===== src/rtl/trace_pkg.sv =====
// Shared types for the SLC-3 instruction-trace capture unit.
package trace_pkg;

  typedef enum logic [1:0] {
    IDLE    = 2'd0,
    CAPTURE = 2'd1,
    DONE    = 2'd2
  } trace_state_t;

endpackage


===== src/rtl/trace_ram.sv =====
// Simple dual-port trace storage: synchronous write, registered read.
module trace_ram #(
  parameter int unsigned DEPTH = 16,
  parameter int unsigned DW    = 64,
  parameter int unsigned AW    = $clog2(DEPTH)
) (
  input  logic          clk,
  input  logic          rst_n,
  input  logic          we,
  input  logic [AW-1:0] waddr,
  input  logic [DW-1:0] wdata,
  input  logic          re,
  input  logic [AW-1:0] raddr,
  output logic [DW-1:0] rdata
);

  logic [DW-1:0] mem [DEPTH];
  logic [DW-1:0] rdata_q;

  always_ff @(posedge clk) begin
    if (we) mem[waddr] <= wdata;
  end

  // Output register holds its value between reads; only it is reset, not the array.
  always_ff @(posedge clk or negedge rst_n) begin
    if (!rst_n) rdata_q <= '0;
    else if (re) rdata_q <= mem[raddr];
  end

  assign rdata = rdata_q;

endmodule


===== src/rtl/slc3_trace_buffer.sv =====
// Instruction-trace capture unit: snapshots probe buses on each sample strobe,
// then replays them oldest-first once capture has ended.
module slc3_trace_buffer
  import trace_pkg::*;
#(
  parameter int unsigned WIDTH    = 16,
  parameter int unsigned CHANNELS = 4,
  parameter int unsigned DEPTH    = 16
) (
  input  logic                         Clk,
  input  logic                         Reset_n,
  input  logic                         arm,
  input  logic                         wrap_en,
  input  logic                         sample,
  input  logic                         halt,
  input  logic [CHANNELS*WIDTH-1:0]    ch_data,
  input  logic                         rd_en,
  output logic [CHANNELS*WIDTH-1:0]    rd_data,
  output logic                         rd_valid,
  output logic [$clog2(DEPTH+1)-1:0]   count,
  output logic                         full,
  output logic                         empty,
  output logic                         overflow,
  output logic [1:0]                   state
);

  localparam int unsigned AW = $clog2(DEPTH);
  localparam int unsigned CW = $clog2(DEPTH+1);
  localparam int unsigned DW = CHANNELS*WIDTH;
  localparam logic [CW-1:0] FULL_COUNT = CW'(DEPTH);
  localparam logic [CW-1:0] LAST_FREE  = CW'(DEPTH-1);

  trace_state_t  state_q, state_d;
  logic [AW-1:0] wr_ptr_q, wr_ptr_d;
  logic [AW-1:0] rd_ptr_q, rd_ptr_d;
  logic [CW-1:0] count_q, count_d;
  logic          overflow_q, overflow_d;
  logic          wrap_q, wrap_d;
  logic          rd_valid_q, rd_valid_d;
  logic          ram_we;
  logic          ram_re;

  // Arm wins over everything else in the same cycle, from any state.
  always_comb begin
    state_d    = state_q;
    wr_ptr_d   = wr_ptr_q;
    rd_ptr_d   = rd_ptr_q;
    count_d    = count_q;
    overflow_d = overflow_q;
    wrap_d     = wrap_q;
    rd_valid_d = 1'b0;
    ram_we     = 1'b0;
    ram_re     = 1'b0;

    if (arm) begin
      state_d    = CAPTURE;
      wr_ptr_d   = '0;
      rd_ptr_d   = '0;
      count_d    = '0;
      overflow_d = 1'b0;
      wrap_d     = wrap_en;
    end else begin
      case (state_q)
        CAPTURE: begin
          if (sample) begin
            ram_we   = 1'b1;
            wr_ptr_d = wr_ptr_q + AW'(1);
            // Full only happens in wrap mode: the write lands on the oldest entry.
            if (count_q == FULL_COUNT) begin
              rd_ptr_d   = rd_ptr_q + AW'(1);
              overflow_d = 1'b1;
            end else begin
              count_d = count_q + CW'(1);
              if (!wrap_q && count_q == LAST_FREE) state_d = DONE;
            end
          end
          if (halt) state_d = DONE;
        end
        DONE: begin
          if (rd_en && count_q != '0) begin
            ram_re     = 1'b1;
            rd_ptr_d   = rd_ptr_q + AW'(1);
            count_d    = count_q - CW'(1);
            rd_valid_d = 1'b1;
          end
        end
        default: ;
      endcase
    end
  end

  always_ff @(posedge Clk or negedge Reset_n) begin
    if (!Reset_n) begin
      state_q    <= IDLE;
      wr_ptr_q   <= '0;
      rd_ptr_q   <= '0;
      count_q    <= '0;
      overflow_q <= 1'b0;
      wrap_q     <= 1'b0;
      rd_valid_q <= 1'b0;
    end else begin
      state_q    <= state_d;
      wr_ptr_q   <= wr_ptr_d;
      rd_ptr_q   <= rd_ptr_d;
      count_q    <= count_d;
      overflow_q <= overflow_d;
      wrap_q     <= wrap_d;
      rd_valid_q <= rd_valid_d;
    end
  end

  trace_ram #(
    .DEPTH (DEPTH),
    .DW    (DW),
    .AW    (AW)
  ) u_ram (
    .clk   (Clk),
    .rst_n (Reset_n),
    .we    (ram_we),
    .waddr (wr_ptr_q),
    .wdata (ch_data),
    .re    (ram_re),
    .raddr (rd_ptr_q),
    .rdata (rd_data)
  );

  assign rd_valid = rd_valid_q;
  assign count    = count_q;
  assign full     = (count_q == FULL_COUNT);
  assign empty    = (count_q == '0);
  assign overflow = overflow_q;
  assign state    = state_q;

endmodule

===== config.mk =====
export PLATFORM = sky130hd
export DESIGN_NAME = slc3_trace_buffer
export DESIGN_NICKNAME = d
export VERILOG_FILES = /design/src/rtl/trace_pkg.sv /design/src/rtl/trace_ram.sv /design/src/rtl/slc3_trace_buffer.sv
export SDC_FILE = /design/constraint.sdc
export NUM_CORES = 1
export LEC_CHECK = 0
export ABC_AREA = 1
export CELL_PAD_IN_SITES_DETAIL_PLACEMENT = 0
export CELL_PAD_IN_SITES_GLOBAL_PLACEMENT = 2
export CORE_ASPECT_RATIO = 1.75
export CORE_MARGIN = 8
export CORE_UTILIZATION = 38
export DETAILED_ROUTE_END_ITERATION = 10
export GPL_TIMING_DRIVEN = 0
export MAX_ROUTING_LAYER = met4
export PLACE_DENSITY = 0.83
export REMOVE_ABC_BUFFERS = 1
export SLEW_MARGIN = 25
export SYNTH_ARGS = -nofsm -noshare
export SYNTH_HDL_FRONTEND = slang
export SYNTH_SLANG_ARGS = --single-unit
export TNS_END_PERCENT = 50

===== constraint.sdc =====
create_clock -name Clk -period 4.3 [get_ports Clk]
set_clock_uncertainty 0.1 [all_clocks]
set_input_delay 0.86 -clock Clk [delete_from_list [all_inputs] [get_ports Clk]]
set_output_delay 0.86 -clock Clk [all_outputs]
set_load 0.01 [all_outputs]

# Yosys cells after proc, flatten, opt, wreduce, memory -nomap -nowiden
# Memory sizes are Yosys's and may differ from the RTL's. A register that Yosys moved wholly into a read port is not among the register bits.
# Cells that the tools add are included.
# op_classes
mux	31
n_bitwise	0
n_reduce_logical	17
n_shift	0
n_lt_le_gt_ge	0
n_eq_ne	9
n_mul	0
addsub	4
div_mod_pow	0
# op_table
op	n
2-to-1 mux 4 bit	7
2-to-1 mux 5 bit	4
!= test 3 bit (second input constant)	5
2-to-1 mux 1 bit	12
2-to-1 mux 2 bit	6
AND reduction 4 bit	3
case mux 5 bit (2 select lines)	1
nonzero test 3 bit	3
adder 4 x 1 -> 4 bit (second input constant)	2
case mux 4 bit (2 select lines)	1
nonzero test 2 bit	3
adder 5 x 1 -> 5 bit (second input constant)	1
equality test 5 x 4 -> 1 bit (second input constant)	1
equality test 5 bit (second input constant)	1
logical NOT 5 bit	1
nonzero test 5 bit	1
subtractor 5 x 1 -> 5 bit (second input constant)	1
AND reduction 3 bit	1
equality test 2 x 1 -> 1 bit (second input constant)	1
equality test 2 bit (second input constant)	1
logical AND 1 bit	2
logical NOT 1 bit	2
AND reduction 2 bit	1
# totals
output_inout_bits	75
ramBits	1024
rom_bits	0
elab_cells	69
mem_count	1
register_bits	18
latchBits	0
# mem_list
memory	depth	word_bits	rd	rd_clocked_by_memory_dff	write_ports	line_no	rtl
u_ram.mem	16	64	1	1	1	trace_ram.sv:17	logic [DW-1:0] mem [DEPTH];

# Longest topological paths before layout
# logic_depth
word_depth	8
depth_mapped	13
mapped_depth_nobuf	13

# Cells and area by module
# A second synthesis with hierarchy kept.
# hier_totals
hier_cells	3777
hier_area_um2	44617.8
# by_module_without_submodules
module	instances	cells_per_inst	seq_area_each_um2	area_each_um2
trace_ram	1	3648	32351.0	43564.3
slc3_trace_buffer	1	129	450.4	1053.5

# Worst setup path before layout
# OpenSTA, ideal clock, no wires.
# synth_timing
kind	input to register
from	input sample
to	memory u_ram.mem[0][0], enable pin
cell_stages	6
path_slack_ns	-0.495
n_path_buf	0
t_arrival_ns	4.209
setup_ns	0.486
required_time_ns	3.714
cell_sequence	inv_1 > nor2_1 > inv_1 > nor2_1 > nand2_1 > nor2_1
# synth_between
elab_chain_len	5
# synth_lines
item	line_no	rtl
start: declaration	slc3_trace_buffer.sv:14	input logic sample,
2-to-1 mux 1 bit	slc3_trace_buffer.sv:65	if (sample) begin
2-to-1 mux 1 bit	slc3_trace_buffer.sv:63	case (state_q)
2-to-1 mux 1 bit	slc3_trace_buffer.sv:55	if (arm) begin
2-to-1 mux 1 bit	trace_ram.sv:21	if (we) mem[waddr] <= wdata;
2-to-1 mux 1 bit (implied by the code)	trace_ram.sv:21	
end: declaration	trace_ram.sv:17	
# Every way passes these cells.

# Worst setup path in the final report
# layout_timing
from	input sample
to	memory u_ram.mem[0][33], enable pin
# Same word-level chain as after synthesis.

==> results by group <==
STA
  – Fin crit period: between 3 and 4 ns
  – Final Setup Violations: 0
  – FMAX: 286 MHz
  – Final Cycle Share: 0.812
  – Slew margin rel.: 0.488
  – Setup TNS: 0 ns
  – Tightest Pin Transition: 0.767 ns
  – Hold slack final: between 0.3 and 0.4 ns
  – RSZ-0062 raised after global routing: false
  – Slew Viols, Final: 0
  – Final-report hold violation count: 0

Worst setup path
  – Critical path's largest stage delay: 0.52 ns
  – Kind of start point of the critical path: input port
  – CP max-delay cell: clkdlybuf4s50_1
  – WP data arrival: 3.78 ns
  – Worst-path maximum fanout: 14
  – R2R cell count: 11
  – Setup Crit Path Kind: input port to register
  – Critical Path End Type: register
  – CP required: 4.59 ns
  – Crit-path cells: clkdlybuf4s50_1, inv_1, nor2_1, inv_1, nor2_1, nand2_1, nor2_4, buf_16, buf_16, buf_16, buf_16
  – Most common cell on crit path: buf_16

Synth
  – Syn Area/Cell: 11.7 um2
  – Top_reg_cell synth: edfxtp_1
  – Largest cells by area after synthesis: edfxtp_1 69%, nand2_1 13%, nand3_1 8.8%, dfrtp_1 4.6%, buf_2 1.4%
  – Syn. warnings: 0
  – Post-synth EDFFs: 1,024
  – Yosys cell types: 26
  – Ys async rst share: 0.0741
  – Cells after Synth: around 3.8k
  – Synth area leader: edfxtp_1
  – Yosys top cell area share: 0.693
  – Cell Area, Synth: 44,400 um2
  – Seq/Total Area, Yosys: 0.739
  – Yosys reg bits: 1,106

Place
  – DP Wirelength: 68,200 um
  – I/O Buffers: 145
  – Inst Count DP: 5,331
  – Routability congestion estimate: 0.701

Finish
  – Area grow syn2layout: 18.9%
  – Share of layout cells above drive strength 1: 0.0719
  – Post-route insts no fill: 5,527
  – Layout Nets: 4,001
  – Most frequent cells in the layout: 1,581 x nand2_1, 1,024 x edfxtp_1, 782 x nand3_1
  – Commonest non-fill, non-tap cell in the layout: nand2_1
  – Area of the multi-input gates: a little over 10,000 um2
  – Reg area: 32,800 um2
  – Final core utilization: 0.453
  – Layout filler cell count: 10.5k

Clock tree
  – Max clock buf depth: 3
  – CTS H-Tree Depth: 3
  – Clock Tree Root: clkbuf_16
  – Hold buffer count at cts: 1
  – Number of clock sinks: 1,106
  – TritonCTS buffer count: 101
  – CTS tree: done
  – # resized after CTS: 0
  – Clock Latency Late Sink: 0.69 ns
  – Post-CTS setup buffers: 0
  – Clock-pin slew on the worst setup and hold paths: 0.06 ns

Detailed routing
  – Final ANT Viol Nets: 0
  – Drt total wl: 117,000 um
  – Drt wl/cell: 21.2 um
  – Via count: 28.1k
  – Routed vias/inst: 5.08
  – DRC violations left: 0
  – First-pass DRT Iterations: 6
  – DR iter-0 viols: 2,115

Floorplanning
  – Die area: approximately 130,000 um2
  – Starting density of the core: 0.382
  – Num rows: roughly 170
  – Top Ports: about 150
  – CORE AREA: 116,000 um2
  – Die Height: 468 um
  – Die width: roughly 270 um

Job
  – Max-cap violations: 0

Worst hold path
  – Worst hold path type: register to register
  – Hold path depth: 2

Global routing
  – Overflow after GRT: 0
  – First-pass GRT wire length: approximately 180,000 um
  – Largest net degree at the start of global routing: 115
  – Vias in the first global route: around 28k
  – Total Routing Usage GR: 0.186
  – Initial antenna violation count: 10

Power
  – PD cells: approximately 530 nW/um2
  – Worst vdd ir: 503 uV
  – Leakage power: 0.0194 uW

Outcome
  – Status: complete, no violations
[worst paths after layout]
check	startpoint	to	slack [ns]
max	sample	u_ram.mem[0][33]	0.81
max reg2reg	state[1]	u_ram.mem[0][33]	0.97
max in group asynchronous	Reset_n	u_ram.rdata[29]	2.89
min	u_ram.rdata[3]	u_ram.rdata[3]	0.38
min reg2reg	u_ram.rdata[3]	u_ram.rdata[3]	0.38
min in group asynchronous	Reset_n	u_ram.rdata[42]	0.56
[synth_stat cells (2+ instances only)]
master and n:
buf_6 9, xor2_1 5, a21oi_1 2, ha_1 7, nor3_1 2, buf_1 14, o21ai_0 9, inv_1 26
edfxtp_1 1024, clkbuf_1 30, nand4_1 2, nand2_1 1581, nor2_1 29, buf_2 128, nand3_1 782, inv_2 3
buf_4 45, dfrtp_1 82
[where the power goes]
group / switching [uW] / internal [uW]
Combinational: 4110 / 2410
Clock: 3910 / 5100
Sequential: 311 / 12200
[metrics by stage]
stage	total power, uW	area, um2	setup WS [ns]
CTS	28300	52700	0.850
global route	29400	52700	0.606
detailed placement	19300	49400	0.117
floorplan	17100	43100	-16.23
finish	28000	52700	0.807
global placement	17500	46500	-46.67
[sequential cells by signal (all words and copies together), names as in the netlist]
name	count
overflow	1
wr_ptr_q	4
u_ram.rdata	64
wrap_q	1
u_ram.mem	1024
count	5
state	2
rd_ptr_q	4
rd_valid	1
[critical path, delay by kind of cell]
family	cells	cell delay, ns
buffers and inverters	7	1.48
AND/OR/NAND/NOR	4	1.40
[routing by layer]
| layer | routed length, um | share of wire | global-route usage |
|---|---|---|---|
| met5 | 0 | 0 | - |
| met4 | 2180 | 0.019 | 0.0449 |
| met1 | 49400 | 0.42 | 0.235 |
| met2 | 58800 | 0.50 | 0.311 |
| met3 | 6710 | 0.057 | 0.0320 |
[layout make-up]
class	count	share of cell area
Timing Repair Buffer	258	0.0805
Tap cell	1512	0.0359
Clock inverter	58	0.0110
Multi-Input combinational cell	2427	0.196
Clock buffer	127	0.0511
Sequential cell	1106	0.622
Antenna cell	10	0.000474
Inverter	29	0.00268
[cells by family (layout without fill, tap and decap cells)]
kind of cell,count (synthesis),after routing,synth area share
adder cells (fa/ha/maj),7,7,0.00197
XOR/XNOR,6,6,0.00118
other,0,10,0
flip-flops,1106,1106,0.739
AO/OA/AOI/OAI,15,15,0.00186
AND/OR/NAND/NOR,2399,2399,0.225
buffers and inverters,255,472,0.0305
Power figures use the tool's default switching activity.
